**src/rtl/ball_engine.sv**
```systemverilog
// Steps NUM_BALLS balls on each frame tick, probing the obstacle RAM and emitting erase/draw pixel writes.
// Latency: 8 cycles per live ball per tick (1 cycle per dead ball); no backpressure, writes are single-cycle pulses.
module ball_engine #(
    parameter int NUM_BALLS    = 2,
    parameter int X_W          = 8,
    parameter int Y_W          = 7,
    parameter int COLOR_W      = 3,
    parameter int START_Y      = 30,
    parameter int X_MIN        = 15,
    parameter int X_MAX        = 65,
    parameter int BALL_SPACING = 20,
    parameter int LIMIT0       = 1500000,
    parameter int LIMIT1       = 1000000,
    parameter int LIMIT2       = 750000,
    parameter int LIMIT3       = 250000,
    parameter int TIMER_W      = 26,
    parameter int SCORE_DIV    = 6,
    parameter logic [COLOR_W-1:0] BALL_COLOR  = 3'b010,
    parameter logic [COLOR_W-1:0] BG_COLOR    = 3'b000,
    parameter logic [COLOR_W-1:0] CODE_WALL   = 3'b001,
    parameter logic [COLOR_W-1:0] CODE_FLOOR  = 3'b010,
    parameter logic [COLOR_W-1:0] CODE_PADDLE = 3'b011
) (
    input  logic               clk,
    input  logic               reset,
    input  logic               start,
    input  logic [1:0]         mode,
    output logic [X_W-1:0]     obs_x,
    output logic [Y_W-1:0]     obs_y,
    input  logic [COLOR_W-1:0] obs_code,
    output logic [X_W-1:0]     plot_x,
    output logic [Y_W-1:0]     plot_y,
    output logic [COLOR_W-1:0] color,
    output logic               plot_we,
    output logic [7:0]         score,
    output logic               game_over,
    output logic               busy
);

    localparam int K_W = (NUM_BALLS > 1) ? $clog2(NUM_BALLS) : 1;
    localparam int P_W = (SCORE_DIV > 1) ? $clog2(SCORE_DIV) : 1;
    localparam logic [COLOR_W-1:0] CODE_BLK_A = COLOR_W'(3'b100);
    localparam logic [COLOR_W-1:0] CODE_BLK_B = COLOR_W'(3'b110);
    localparam logic [COLOR_W-1:0] CODE_BLK_C = COLOR_W'(3'b111);

    typedef enum logic [3:0] {
        S_IDLE, S_INIT, S_WAIT, S_ERASE, S_PV, S_RV, S_PH, S_RH, S_MOVE, S_DRAW, S_NEXT
    } state_t;

    state_t state, state_n;

    logic [X_W-1:0]       ball_x [NUM_BALLS];
    logic [Y_W-1:0]       ball_y [NUM_BALLS];
    logic [NUM_BALLS-1:0] xdir, ydir, alive;
    logic [K_W-1:0]       k;
    logic [TIMER_W-1:0]   timer, limit_sel;
    logic [P_W-1:0]       presc;
    logic [X_W-1:0]       ctr;

    logic [X_W-1:0] cur_x;
    logic [Y_W-1:0] cur_y;
    logic cur_xd, cur_yd, cur_alive;
    logic is_block, is_bounce, is_floor, last, any_alive, tick, all_dead;

    // Output-process results, registered by the datapath below
    logic               do_plot, obs_ld, hit;
    logic [X_W-1:0]     px_n, ox_n;
    logic [Y_W-1:0]     py_n, oy_n;
    logic [COLOR_W-1:0] pc_n;

    assign cur_x     = ball_x[k];
    assign cur_y     = ball_y[k];
    assign cur_xd    = xdir[k];
    assign cur_yd    = ydir[k];
    assign cur_alive = alive[k];
    assign is_block  = (obs_code == CODE_BLK_A) || (obs_code == CODE_BLK_B) || (obs_code == CODE_BLK_C);
    assign is_bounce = is_block || (obs_code == CODE_WALL) || (obs_code == CODE_PADDLE);
    assign is_floor  = (obs_code == CODE_FLOOR);
    assign last      = (k == K_W'(NUM_BALLS - 1));
    assign any_alive = |alive;
    assign tick      = (timer >= limit_sel);
    assign all_dead  = last && !any_alive &&
                       ((state == S_NEXT) || (state == S_ERASE && !cur_alive));
    assign busy      = (state != S_IDLE);

    always_comb begin
        case (mode)
            2'd0:    limit_sel = TIMER_W'(LIMIT0);
            2'd1:    limit_sel = TIMER_W'(LIMIT1);
            2'd2:    limit_sel = TIMER_W'(LIMIT2);
            default: limit_sel = TIMER_W'(LIMIT3);
        endcase
    end

    always_ff @(posedge clk) begin
        if (reset) state <= S_IDLE;
        else       state <= state_n;
    end

    always_comb begin
        state_n = state;
        case (state)
            S_IDLE:  state_n = S_IDLE;
            S_INIT:  state_n = S_WAIT;
            S_WAIT:  if (tick) state_n = S_ERASE;
            S_ERASE: begin
                if (cur_alive) state_n = S_PV;
                else if (last) state_n = any_alive ? S_WAIT : S_IDLE;
                else           state_n = S_ERASE;
            end
            S_PV:    state_n = S_RV;
            S_RV:    state_n = is_floor ? S_NEXT : S_PH;
            S_PH:    state_n = S_RH;
            S_RH:    state_n = S_MOVE;
            S_MOVE:  state_n = S_DRAW;
            S_DRAW:  state_n = S_NEXT;
            S_NEXT:  begin
                if (last) state_n = any_alive ? S_WAIT : S_IDLE;
                else      state_n = S_ERASE;
            end
            default: state_n = S_IDLE;
        endcase
        if (start) state_n = S_INIT;
    end

    // Probe addresses are loaded one state early so the RAM's one-cycle read lands in RV/RH
    always_comb begin
        do_plot = 1'b0;
        obs_ld  = 1'b0;
        hit     = 1'b0;
        px_n    = cur_x;
        py_n    = cur_y;
        pc_n    = BG_COLOR;
        ox_n    = cur_x;
        oy_n    = cur_y;
        case (state)
            S_ERASE: begin
                do_plot = cur_alive;
                obs_ld  = cur_alive;
                oy_n    = cur_yd ? cur_y + 1'b1 : cur_y - 1'b1;
            end
            S_RV: begin
                obs_ld = !is_floor;
                ox_n   = cur_xd ? cur_x + 1'b1 : cur_x - 1'b1;
                hit    = is_block;
            end
            S_RH:   hit = is_block;
            S_DRAW: begin
                do_plot = 1'b1;
                pc_n    = BALL_COLOR;
            end
            default: ;
        endcase
        if (start) do_plot = 1'b0;
    end

    always_ff @(posedge clk) begin
        if (reset) begin
            ctr       <= X_W'(X_MIN);
            timer     <= '0;
            k         <= '0;
            presc     <= '0;
            score     <= '0;
            game_over <= 1'b0;
            alive     <= '0;
            xdir      <= '0;
            ydir      <= '0;
            plot_we   <= 1'b0;
            plot_x    <= '0;
            plot_y    <= '0;
            color     <= '0;
            obs_x     <= '0;
            obs_y     <= '0;
            for (int i = 0; i < NUM_BALLS; i++) begin
                ball_x[i] <= '0;
                ball_y[i] <= '0;
            end
        end else begin
            ctr     <= (ctr >= X_W'(X_MAX)) ? X_W'(X_MIN) : ctr + 1'b1;
            plot_we <= do_plot;
            if (do_plot) begin
                plot_x <= px_n;
                plot_y <= py_n;
                color  <= pc_n;
            end
            if (obs_ld) begin
                obs_x <= ox_n;
                obs_y <= oy_n;
            end
            if (hit) begin
                if (presc == P_W'(SCORE_DIV - 1)) begin
                    presc <= '0;
                    if (score != 8'hFF) score <= score + 8'd1;
                end else begin
                    presc <= presc + 1'b1;
                end
            end
            if (all_dead) game_over <= 1'b1;
            case (state)
                S_INIT: begin
                    for (int i = 0; i < NUM_BALLS; i++) begin
                        ball_x[i] <= ctr + X_W'(i * BALL_SPACING);
                        ball_y[i] <= Y_W'(START_Y);
                        xdir[i]   <= ~i[0];
                    end
                    ydir      <= '1;
                    alive     <= '1;
                    score     <= '0;
                    presc     <= '0;
                    game_over <= 1'b0;
                    timer     <= '0;
                end
                S_WAIT: begin
                    if (tick) begin
                        timer <= '0;
                        k     <= '0;
                    end else begin
                        timer <= timer + 1'b1;
                    end
                end
                S_ERASE: if (!cur_alive && !last) k <= k + 1'b1;
                S_RV: begin
                    if (is_floor)       alive[k] <= 1'b0;
                    else if (is_bounce) ydir[k]  <= ~cur_yd;
                end
                S_RH: if (is_bounce) xdir[k] <= ~cur_xd;
                S_MOVE: begin
                    ball_x[k] <= cur_xd ? cur_x + 1'b1 : cur_x - 1'b1;
                    ball_y[k] <= cur_yd ? cur_y + 1'b1 : cur_y - 1'b1;
                end
                S_NEXT: if (!last) k <= k + 1'b1;
                default: ;
            endcase
        end
    end

endmodule
```
**config.mk**
```make
export PLATFORM = sky130hd
export DESIGN_NAME = ball_engine
export DESIGN_NICKNAME = d
export VERILOG_FILES = /design/src/rtl/ball_engine.sv
export SDC_FILE = /design/constraint.sdc
export NUM_CORES = 1
export LEC_CHECK = 0
export ABC_AREA = 1
export CAP_MARGIN = 0
export CELL_PAD_IN_SITES_DETAIL_PLACEMENT = 2
export CELL_PAD_IN_SITES_GLOBAL_PLACEMENT = 2
export CORE_ASPECT_RATIO = 0.9
export CORE_UTILIZATION = 37
export CTS_CLUSTER_DIAMETER = 40
export DETAILED_ROUTE_END_ITERATION = 12
export PLACE_DENSITY = 0.83
export SKIP_CTS_REPAIR_TIMING = 1
export SLEW_MARGIN = 10
export SYNTH_ARGS = -nofsm -noshare
export SYNTH_HDL_FRONTEND = slang
export SYNTH_SLANG_ARGS = --single-unit
export TNS_END_PERCENT = 10
```
**constraint.sdc**
```tcl
create_clock -name clk -period 5.4 [get_ports clk]
set_input_delay 1.62 -clock clk [delete_from_list [all_inputs] [get_ports clk]]
set_output_delay 1.62 -clock clk [all_outputs]
set_load 0.02 [all_outputs]
```
==> impl_metrics.py <==
metrics = {
    "outcome": {
        "status": "finished, final reports clean",
    },
    "route": {
        "drt_pass1_iterations": 4,
        "route.vias.total": 6090,
        "route.final.wire_length_microns": 22200,
        "drt-vias-per-instance": 5.29,
        "post_drt_antenna_nets": 0,
        "initialDrtViolationCount": 298,
        "wl_per_cell_microns": 19.3,
        "post-route-drc-count": 0,
    },
    "die": {
        "fp-row-count": 46,
        "design.die.area_sq_mm": 0.0185,
        "die_w_microns": 143,
        "start_util_pct": 37.8,
        "die-height_microns": 129,
        "fp.coreArea_sq_mm": 0.0176,
        "top_level_ports": 52,
    },
    "critical_path": {
        "startpoint_class": "input pin",
        "critical_path.max_fanout": 14,
        "worst-setup-path-type": "input pin to register",
        "cp_max_stage_delay_ns": 0.60,
        "r2r_slack_ns": 2.01,
        "timing.critical_path.slowest_stage_cell": "clkdlybuf4s50_1",
        "path_buf_inv": 3,
        "critPathArrivalTime_ns": 4.53,
        "crit_family": "simple AND/OR/NAND/NOR gates",
        "worstSetupEndpointType": "register",
        "cp_cell_sequence": "clkdlybuf4s50_1 -> inv_1 -> ha_1 -> o21ai_0 -> ha_1 -> nand2_1 -> inv_1 -> nand3_1 -> nor2_1 -> nand2_1 -> nand2_1 -> nor2_1 -> nand2_2 -> nand2_4 -> nand2_4 -> nand2_2 -> nand2_4 -> nor2_1",
        "critical_path_required_ns": 5.75,
    },
    "synth": {
        "ranking_of_synthesized_cells_by_area": "dfxtp_1, edfxtp_1, nand2_1",
        "synth.ff_latch_count": 120,
        "syn-mean-instance-area_sq_um": 7.78,
        "synth_area_sq_mm": 0.00663,
        "synth_enable_flop_cells": 30,
        "synthDistinctLibCells": 48,
        "yosys_most_used_dff": "dfxtp_1",
        "synth.top_cell.area_share_pct": 27.2,
        "seq_area_frac_synth_pct": 40.7,
        "asyncSetResetFlopFracSynth_pct": 0,
        "ys_warn_count": 0,
        "syn_inst": 852,
        "synth.largest_area_cell": "dfxtp_1",
    },
    "place": {
        "final_replace_weighted_congestion": 0.865,
        "detailed_place_hpwl_microns": 16400,
        "dp_slack_ns": 0.829,
        "portBuffers": 49,
    },
    "cells_and_area": {
        "area_growth_pct": 18.4,
        "combined_area_of_the_multi_input_logic_cells_sq_mm": 0.00338,
        "utilization_pct": 44.7,
        "fill_cell_total_of_the_finished_layout": 1996,
        "diode_insertion_count_for_antenna_repair": 0,
        "layout-drive-gt1-share_pct": 8.44,
        "final-seq-area_sq_mm": 0.00270,
        "finish.net_count": 944,
    },
    "timing": {
        "skew_ns": 0.0154,
        "final.setup.worst_slack_ns": 1.22,
        "final_period_minus_worst_setup_slack_ns": 4.18,
        "finalSetupTns_ns": 0,
        "final-hold-violation-count": 0,
        "setup_violations": 0,
        "final_min_period_over_clock_period_pct": 77.4,
        "max-slew-margin-rel_pct": 38.3,
        "max_slew_violations": 0,
        "max_clock_freq_mhz": 239,
        "rsz_0062_raised_after_global_routing": "no",
        "timing_worst_slew_pin_value_ns": 0.924,
    },
    "run": {
        "max-cap-violations": 0,
    },
    "cts": {
        "cts_buffers": 17,
        "worst_setup_hold_path_clk_slew_ns": 0.06,
        "clockRootBuffer": "clkbuf_16",
        "ctsLongestPathBuffers": 2,
        "cts_sinks": 120,
        "clk-insertion-delay-late_ns": 0.43,
        "cts_tree": "done",
        "clock_tree.htree_level_count": 4,
    },
    "power_and_ir_drop": {
        "ir_drop_mv": 0.205,
        "power-per-cell-area_mw_per_mm2": 305,
        "post-layout-total-power_w": 0.00239,
        "total_leakage_power_nw": 3.19,
    },
    "grt": {
        "maximum_number_of_pins_on_one_net_before_global_route_repair": 41,
        "grt_overflow_total": 0,
        "grt_pass1_wl_microns": 36100,
        "first_global_vias": 6831,
        "antenna_found_initial": 0,
        "grt_usage_pct": 25.6,
    },
    "min_path": {
        "worstHoldPathType": "register to register",
    },
}
==> worst register-to-register path, cell delays in order, from the launching register on <==
cell	delay [ns]
dfxtp_1	0.58
inv_1	0.24
o21bai_1	0.77
ha_1	0.44
a21oi_1	0.22
nor2_1	0.07
a211oi_1	0.23
nand2_1	0.12
or2_1	0.25
nand2_1	0.11
o22ai_1	0.08
==> cell families after synthesis <==
logic type               synth area share [%]
multiplexers                             1.34
XOR/XNOR                                 4.49
AND/OR/NAND/NOR                          23.8
other                                  0.0565
AO/OA/AOI/OAI                            14.0
buffers and inverters                    8.39
adder cells (fa/ha/maj)                  7.21
flip-flops                               40.7
==> sequential cells by signal (all words and copies together) (netlist names), 2 cells and up, named ones only <==
| register | count |
|---|---|
| timer | 26 |
| ball_x | 16 |
| ball_y | 14 |
| ctr | 8 |
| obs_x | 8 |
| plot_x | 8 |
| score | 8 |
| obs_y | 7 |
| plot_y | 7 |
| state | 4 |
| presc | 3 |
| alive | 2 |
| xdir | 2 |
| ydir | 2 |
==> layout by cell type (no fill, tap or decap), drive strengths merged, types with 19 or more instances in the layout <==
cell type / count
a21oi: 48
clkbuf: 19
clkdlybuf4s50: 49
dfxtp: 90
edfxtp: 30
ha: 35
inv: 112
nand2: 153
nand3: 34
nor2: 107
nor3: 23
o21ai: 77
xor2: 22
==> stage by stage <==
step / cell area [sq um] / hold WS, ns / std cells
6_report: 7850 / 0.450 / 1152
2_1_floorplan: 6640 / 0.411 / 854
3_3_place_gp: 7310 / 0.426 / 1120
4_1_cts: 7850 / 0.460 / 1152
5_1_grt: 7850 / 0.486 / 1152
3_5_place_dp: 7310 / 0.447 / 1120
==> area by class of cell <==
class | instances | area share [%]
multi-input combinational | 599 | 43.1
sequential | 120 | 34.4
timing repair buffer | 53 | 6.63
clock buffer | 19 | 5.64
inverter | 108 | 5.16
tap | 240 | 3.83
clock inverter | 13 | 1.24
==> where the power goes <==
part / internal (W) / leakage, nW / switching (W)
Combinational: 0.000119 / 1.89 / 0.000250
Sequential: 0.000951 / 1.05 / 0.0000197
Clock: 0.000601 / 0.253 / 0.000453
Total: 0.00167 / 3.19 / 0.000723
==> synthesized netlist by cell type (2+ instances only) <==
| library cell | number |
|---|---|
| nor3_1 | 20 |
| a21oi_1 | 48 |
| xnor2_1 | 12 |
| buf_4 | 6 |
| inv_1 | 101 |
| a21o_1 | 2 |
| nor4_1 | 2 |
| nand3b_1 | 3 |
| nand3_1 | 34 |
| o21ai_1 | 7 |
| nor2_1 | 102 |
| nor3b_1 | 2 |
| o21a_1 | 3 |
| a22oi_1 | 2 |
| or2_1 | 2 |
| nand2_1 | 141 |
| clkbuf_1 | 9 |
| dfxtp_1 | 90 |
| o21ai_0 | 69 |
| inv_2 | 7 |
| buf_6 | 2 |
| o21bai_1 | 6 |
| buf_2 | 10 |
| a211oi_1 | 2 |
| edfxtp_1 | 30 |
| mux2_2 | 7 |
| o211ai_1 | 3 |
| or2_2 | 6 |
| nor3_2 | 2 |
| nand2_2 | 8 |
| xor2_1 | 22 |
| o22ai_1 | 13 |
| nand2_4 | 4 |
| a31oi_1 | 6 |
| ha_1 | 35 |
| fa_1 | 2 |
| a21boi_0 | 2 |
| nand4_1 | 17 |
| nor2_4 | 4 |
==> final timing paths <==
| path | startpoint | to | cells past startpoint |
|---|---|---|---|
| max | mode[0] | timer[7] | 18 |
| min | ctr[0] | ctr[0] | 1 |
| max reg2reg | k | ball_x[0][7] | 10 |
| min reg2reg | ctr[0] | ctr[0] | 1 |
==> layer usage <==
| layer | track usage, % | part of all wire [%] | wire (microns) | up-vias |
|---|---|---|---|---|
| met5 | 0 | 0 | 0 | - |
| li1 | - | - | - | 2909 |
| met4 | 7.08 | 1.3 | 281 | 0 |
| met2 | 45.1 | 50 | 11100 | 111 |
| met1 | 32.6 | 45 | 10100 | 3048 |
| met3 | 3.95 | 3.6 | 805 | 22 |
(Power assumes the default switching activity.)
